===== src/rtl/timer_keypad_loader_pkg.sv =====
// Shared constants and state encoding for the countdown-timer keypad loader.
package timer_keypad_loader_pkg;

  localparam int unsigned DigitsMaxDefault = 3;
  localparam int unsigned BcdWidth         = 4;
  localparam int unsigned NumKeys          = 10;

  typedef enum logic [2:0] {
    StIdle  = 3'd0,
    StEntry = 3'd1,
    StRun   = 3'd2,
    StPause = 3'd3,
    StDone  = 3'd4
  } state_e;

endpackage


===== src/rtl/timer_keypad_loader_keypad_encoder.sv =====
// Registers the keypad, detects a fresh single-key press and encodes it to BCD.
module keypad_encoder
  import timer_keypad_loader_pkg::*;
(
  input  logic                clock,
  input  logic                reset,
  input  logic [NumKeys-1:0]  keypad,
  output logic                press_valid,
  output logic [BcdWidth-1:0] digit
);

  logic [NumKeys-1:0] kp_q;
  logic [NumKeys-1:0] kp_prev;

  // Capture the key level and keep the previous sample for edge detection.
  always_ff @(posedge clock or posedge reset) begin
    if (reset) begin
      kp_q    <= '0;
      kp_prev <= '0;
    end else begin
      kp_q    <= keypad;
      kp_prev <= kp_q;
    end
  end

  // A press counts only when one key appears from an all-released keypad, so a held
  // key gives one press and multi-key chords (and their partial releases) give none.
  always_comb begin
    press_valid = $onehot(kp_q) && (kp_prev == '0);
    digit       = '0;
    for (int i = 0; i < NumKeys; i++) begin
      if (kp_q[i]) digit = BcdWidth'(i);
    end
  end

endmodule


===== src/rtl/timer_keypad_loader.sv =====
// Keypad/button front end for the minutes:seconds countdown timer: loads BCD digits
// with single-cycle loadn pulses and sequences run/pause/done.
module timer_keypad_loader
  import timer_keypad_loader_pkg::*;
#(
  parameter int unsigned DIGITS_MAX = DigitsMaxDefault
) (
  input  logic                clock,
  input  logic                reset,
  input  logic [NumKeys-1:0]  keypad,
  input  logic                start,
  input  logic                stop,
  input  logic                clear,
  input  logic                door_closed,
  input  logic                timer_zero,
  output logic [BcdWidth-1:0] data,
  output logic                loadn,
  output logic                clrn_out,
  output logic                en_out,
  output logic                mag_on,
  output logic                done
);

  localparam int unsigned CntW = $clog2(DIGITS_MAX + 1);

  state_e              state_q, state_d;
  logic [CntW-1:0]     digit_count_q, digit_count_d;
  logic                load;
  logic                press_valid;
  logic [BcdWidth-1:0] digit;
  logic                clear_q;

  logic [BcdWidth-1:0] data_q, data_d;
  logic                loadn_q, loadn_d;
  logic                clrn_q, clrn_d;
  logic                mag_on_q, mag_on_d;
  logic                done_q, done_d;

  keypad_encoder u_keypad_encoder (
    .clock       (clock),
    .reset       (reset),
    .keypad      (keypad),
    .press_valid (press_valid),
    .digit       (digit)
  );

  // State, digit counter and clear-button history.
  always_ff @(posedge clock or posedge reset) begin
    if (reset) begin
      state_q       <= StIdle;
      digit_count_q <= '0;
      clear_q       <= 1'b0;
    end else begin
      state_q       <= state_d;
      digit_count_q <= digit_count_d;
      clear_q       <= clear;
    end
  end

  // Next state and digit loading; event priority clear > door > stop > zero > start > key.
  always_comb begin
    state_d       = state_q;
    digit_count_d = digit_count_q;
    load          = 1'b0;
    if (clear) begin
      state_d       = StIdle;
      digit_count_d = '0;
    end else begin
      unique case (state_q)
        StIdle: begin
          if (press_valid) begin
            load          = 1'b1;
            digit_count_d = CntW'(1);
            state_d       = StEntry;
          end
        end
        StEntry: begin
          if (start && door_closed && !timer_zero && !stop) begin
            state_d = StRun;
          end else if (press_valid && (digit_count_q < CntW'(DIGITS_MAX))) begin
            load          = 1'b1;
            digit_count_d = digit_count_q + CntW'(1);
          end
        end
        StRun: begin
          if (!door_closed || stop) state_d = StPause;
          else if (timer_zero)      state_d = StDone;
        end
        StPause: begin
          if (start && door_closed && !stop) state_d = StRun;
        end
        StDone: begin
          if (!door_closed) state_d = StIdle;
        end
        default: state_d = StIdle;
      endcase
    end
  end

  // Output next values; en_out is combinational so the timer stops in the same cycle.
  always_comb begin
    data_d   = load ? digit : data_q;
    loadn_d  = ~load;
    // One-cycle clear pulse on the button's rising edge; never overlaps a load.
    clrn_d   = ~(clear && !clear_q);
    mag_on_d = (state_d == StRun);
    done_d   = (state_d == StDone);
    en_out   = (state_q == StRun) && door_closed && !timer_zero;
  end

  // Registered outputs; clrn_out resets low so the timer is cleared at power-up.
  always_ff @(posedge clock or posedge reset) begin
    if (reset) begin
      data_q   <= '0;
      loadn_q  <= 1'b1;
      clrn_q   <= 1'b0;
      mag_on_q <= 1'b0;
      done_q   <= 1'b0;
    end else begin
      data_q   <= data_d;
      loadn_q  <= loadn_d;
      clrn_q   <= clrn_d;
      mag_on_q <= mag_on_d;
      done_q   <= done_d;
    end
  end

  assign data     = data_q;
  assign loadn    = loadn_q;
  assign clrn_out = clrn_q;
  assign mag_on   = mag_on_q;
  assign done     = done_q;

endmodule


===== config.mk =====
export PLATFORM = sky130hd
export DESIGN_NAME = timer_keypad_loader
export DESIGN_NICKNAME = d
export VERILOG_FILES = /design/src/rtl/timer_keypad_loader_pkg.sv /design/src/rtl/timer_keypad_loader_keypad_encoder.sv /design/src/rtl/timer_keypad_loader.sv
export SDC_FILE = /design/constraint.sdc
export NUM_CORES = 1
export LEC_CHECK = 0
export CAP_MARGIN = 20
export CORE_MARGIN = 2
export CORE_UTILIZATION = 40
export CTS_BUF_LIST = sky130_fd_sc_hd__clkbuf_8
export DETAILED_ROUTE_END_ITERATION = 8
export PLACE_DENSITY_LB_ADDON = 0.1
export SYNTH_ARGS = -nofsm -noshare
export SYNTH_HDL_FRONTEND = slang
export SYNTH_HIERARCHICAL = 1
export SYNTH_SLANG_ARGS = --single-unit
export TNS_END_PERCENT = 10

===== constraint.sdc =====
create_clock -name clock -period 4.98 [get_ports clock]
set_clock_uncertainty 0.15 [all_clocks]
set_input_delay 0.996 -clock clock [delete_from_list [all_inputs] [get_ports clock]]
set_output_delay 0.996 -clock clock [all_outputs]
set_load 0.03 [all_outputs]

Word-level counts from Yosys, hierarchy flattened
Index checks and enable logic that the tools add are counted.
{ "op_classes": {"n_reduce_logical": 18, "n_bitwise": 2, "n_eq_ne": 10, "n_mux": 27, "magnitude_cmp": 1, "add_sub_neg": 10} }
{ "op_table": {"columns": ["cell", "count"], "rows": [
  ["$mux 3", 11],
  ["$add 4x4->4", 4],
  ["$pmux 3 s5", 1],
  ["$mux 2", 6],
  ["$add 1x1->2", 5],
  ["$logic_not 10->1", 1],
  ["$eq 3x2->1 const B", 3],
  ["$logic_and 1x1->1", 9],
  ["$ne 3x3->1 const B", 3],
  ["$mux 4", 2],
  ["$eq 3x3->1 const B", 2],
  ["$mux 1", 5],
  ["$eq 4x1->1 const B", 1],
  ["$logic_not 1->1", 4],
  ["$pmux 2 s2", 1],
  ["$reduce_and 4->1", 1],
  ["$eq 3x1->1 const B", 1],
  ["$logic_not 3->1", 1],
  ["$reduce_bool 3->1", 1],
  ["$add 2x1->2 const B", 1],
  ["$lt 2x2->1 const B", 1],
  ["$not 1->1", 2],
  ["$pmux 1 s2", 1],
  ["$logic_or 1x1->1", 1]
]} }
{ "totals": {"ff_bits": 34, "word_cells": 78, "input_bits": 17, "output_inout_bits": 9} }

Logic depth before layout (Yosys ltp)
{ "logic_depth": {"depth_word": 12, "mapped_depth": 12, "depth_no_buf": 12} }

By module
Netlist, hierarchy kept.
{ "modules_own_cells": {"columns": ["module", "cells_per_inst", "area_per_inst_um2", "seq_area_each_um2", "instances"], "rows": [
  ["keypad_encoder", 62, 854.6, 500.5, 1],
  ["timer_keypad_loader", 58, 659.4, 351.6, 1]
]} }

Worst setup path before layout
No wires, ideal clock.
{ "synth_timing": {"path_kind": "register to register", "startpoint": "register u_keypad_encoder.kp_q[6]", "endpoint": "register digit_count_q[0]", "arrival_time_ns": 3.827, "path_stages_with_launch": 11, "setup_slack_ns": 0.877, "required_time_ns": 4.704, "cell_sequence": "dfrtp_1 > fa_1 > fa_1 > inv_1 > fa_1 > fa_1 > nand3_1 > a2111oi_2 > or3b_4 > or4_1 > o311a_1"} }
{ "synth_via": {"elab_chain_cells": 9, "elab_cells_between_ends": 10, "cone_classes": "4 x add/sub; 3 x eq/ne; 3 x reduce/logical"} }
{ "synth_lines": {"columns": ["item", "line_no", "rtl"], "rows": [
  ["start: declaration", "timer_keypad_loader_keypad_encoder.sv:12", "logic [NumKeys-1:0] kp_q;"],
  ["start signal: assignment", "timer_keypad_loader_keypad_encoder.sv:21", "kp_q <= keypad;"],
  ["$add 1x1->2 (not written as such) *", "timer_keypad_loader_keypad_encoder.sv:29", "press_valid = $onehot(kp_q) && (kp_prev == '0);"],
  ["$add 4x4->4 (not written as such) * (3 in series)", "timer_keypad_loader_keypad_encoder.sv:29", null],
  ["$eq 4x1->1 *", "timer_keypad_loader_keypad_encoder.sv:29", null],
  ["$logic_and 1x1->1 *", "timer_keypad_loader_keypad_encoder.sv:29", null],
  ["via press_valid", "timer_keypad_loader.sv:29", "logic press_valid;"],
  ["$logic_and 1x1->1", "timer_keypad_loader.sv:80", "end else if (press_valid && (digit_count_q < CntW'(DIGITS_MAX))) begin"],
  ["$ne 3x3->1 (no source line)", null, null],
  ["$reduce_and 4->1 (no source line) *", null, null],
  ["end signal: assignment", "timer_keypad_loader.sv:55", "digit_count_q <= digit_count_d;"],
  ["end: declaration", "timer_keypad_loader.sv:27", "logic [CntW-1:0] digit_count_q, digit_count_d;"]
]} }
Mark *: on every way through the listed nets, which the timed path passes. The rest lies on a longest branch.
A chain may end at the register's enable or synchronous reset.

Worst setup path after layout
{ "layout_timing": {"startpoint": "register u_keypad_encoder.kp_q[6]", "endpoint": "register digit_count_q[1]"} }
The elaborated chain is that of the path after synthesis.

==> metrics <==
crit-path cells fa_1 -> fa_1 -> inv_1 -> fa_1 -> fa_1 -> nor2_1 -> o21ai_1 -> a2111oi_2 -> or3b_4 -> or4_1 -> a31oi_1; CP max stage cell fa_1; post-synthesis sequential area ratio 56.3%; Syn Nets 151; RSZ-0062 raised after global routing false; number of cell rows 22; gp weighted congestion 0.816; DRT Pass-1 Iters 4; outcome finished clean; syn_area_per_cell 12.6 um2; CTS clock-pin slew for the worst setup and hold paths 60 ps; Critical Path AT 4370 ps; P_int 424 uW; setup violators final 0; Vias/cell 5.01; Place WS 655 ps; count of non-filler cells in the finished layout 199; layout cell share with drive strength beyond 1 11.3%; hold_sp u_keypad_encoder/kp_q[0]; Synth cell types 38; final worst path period need 4320 ps; DRC 0; DP HPWL 2.03 mm; hold path depth 0; Die H 65.5 um; H-tree levels 2; Most Frequent Cell on Critical Path fa_1; Synth Flop Type dfrtp_1; Post-synth EDFFs 0; Async S/R FF share, synth 100%; antenna violations before repair 0; clock latency on the worst-skew pair 280 ps; routed wire length 2.60 mm; first-pass GRT wire length 4.52 mm; area grow syn2layout 25.5%; Yosys reg bits 34; FF-to-FF End digit_count_q[1]; Leak Pwr 0.000841 uW; worst r2r src u_keypad_encoder/kp_q[6]; Setup TNS 0 ps; top cells by area, synth dfrtp_1 55%, ha_1 7.4%, fa_1 6.6%, inv_1 3.5%, mux2_2 3.0%; DIE WIDTH 65.5 um; gr usage total 14.4%; final worst slack 657 ps; Core Footprint 0.00366 mm2; vias 997; startpoint class of the critical path flip-flop; antenna cells 0; CTS tree yes; yosys warns 6; combinational fraction of design power 15.4%; Switch Pwr 144 uW; Root Driver clkbuf_8; buffers added on ports 25; Worst Hold Path EP u_keypad_encoder/kp_prev[0]; post-CTS setup buffer count 0; vias in the first global route 1,021; Final Hold Vio Count 0; sequential share of power 52.2%; max_cap viols 0; Synth top area share 54.5%; nets 182; pin count of the biggest net entering global routing 21; CP max stage delay 540 ps; Worst Setup End Kind flip-flop; placed cell count 192; post-cts resize count 0; fmax 231 MHz; die area 0.00429 mm2; clock share of power 32.5%; commonest non-fill, non-tap cell in the layout dfrtp_1; Slew Viols, Final 0; Sink Count 34; Worst Setup Path Type reg -> reg; Yosys top cell by area dfrtp_1; VDD IR-drop max 223 uV; clock buffer depth 2; drt wl/cell 13.1 um; R2R setup slack 660 ps; Final period util 86.8%; Switching Fraction 25.4%; Cells after Synth 120; worst-path fanout max 4; initial core utilization 41.4%; final instance area 0.00190 mm2; Mapped Area 0.00151 mm2; antenna-violating nets left 0; gr ovfl total 0; initial DRC count 52; Worst-Margin Slew 771 ps; Ports 26; slew margin rel. 47.9%; CTS buffer count 5; DP Area 0.00182 mm2; PwrDens 299 mW/mm2; Worst Path Required 5030 ps; most frequent cells in the layout 33 x dfrtp_1, 25 x clkdlybuf4s50_1, 15 x inv_1; worst reg-to-reg path cell count 11; CTS hold repair buffers 0; Hold Crit Class reg -> reg
[worst max path at each step]
stage | endpoint | from
floorplan | digit_count_q[0] | u_keypad_encoder/kp_q[6]
global route | digit_count_q[1] | u_keypad_encoder/kp_q[6]
finish | digit_count_q[1] | u_keypad_encoder/kp_q[6]
detailed placement | digit_count_q[1] | u_keypad_encoder/kp_q[6]
CTS | digit_count_q[1] | u_keypad_encoder/kp_q[6]
global placement | digit_count_q[0] | u_keypad_encoder/kp_q[6]
[cell type report]
class | instances | area, um2
tap | 48 | 60.1
clock buffer | 5 | 68.8
timing repair buffer | 25 | 250
fill | 324 | 1760
clock inverter | 2 | 11.3
inverter | 14 | 52.6
multi-input combinational | 71 | 606
sequential | 34 | 852
[power groups by stage]
stage	registers, uW	clock network (uW)	logic [uW]
2_1_floorplan	307	0	46.7
3_3_place_gp	301	0	84.7
3_5_place_dp	301	0	88.7
4_1_cts	296	191	89.4
5_1_grt	298	204	101
6_report	296	184	87.2
[layer usage]
| layer | GRT usage, % | part of all wire, % |
|---|---|---|
| met1 | 16.6 | 41 |
| met2 | 23.2 | 52 |
| met3 | 5.14 | 5.0 |
| met4 | 8.07 | 2.2 |
| met5 | 0 | 0 |
[sequential cells by signal, summed over array words and instances (netlist names)]
signal,count
loadn,1
data,4
u_keypad_encoder/kp_q,10
state_q,3
digit_count_q,2
clrn_out,1
clear_q,1
mag_on,1
done,1
u_keypad_encoder/kp_prev,10
[cell usage after synthesis (2+ instances only)]
cell      instances
a211oi_1          2
a21oi_1           5
dfrtp_1          33
fa_1              5
ha_1              9
inv_1            14
mux2_2            4
nand2_1           5
nand2b_1          2
nand3b_1          2
nor2_1            7
nor2b_1           2
nor3_1            2
nor3b_1           2
o21ai_1           2
or4_1             2
[worst max-delay path: cells and delay by family (launching register included)]
kind | cells | cell delay [ps]
fa+ha+maj | 4 | 1900
simple gates | 3 | 1020
compound gates | 3 | 690
flops | 1 | 430
buf+inv | 1 | 50
[kinds of logic after synthesis]
kind of cell / share of synthesized area (%)
muxes: 3.64
and+or+nand+nor: 14.0
buffers and inverters: 3.72
AOI/OAI and AO/OA: 8.26
DFF: 56.3
adders and majority gates: 14.0
[stage by stage]
step / util [%] / total power [uW] / hold WS, ps
final: 51.9 / 568 / 243
after global routing: 51.9 / 602 / 278
after CTS: 51.9 / 577 / 250
after detailed placement: 49.7 / 390 / 233
after global placement: 49.7 / 385 / 228
after floorplan: - / 353 / 210
No activity file was read; power rests on OpenSTA's default activity.
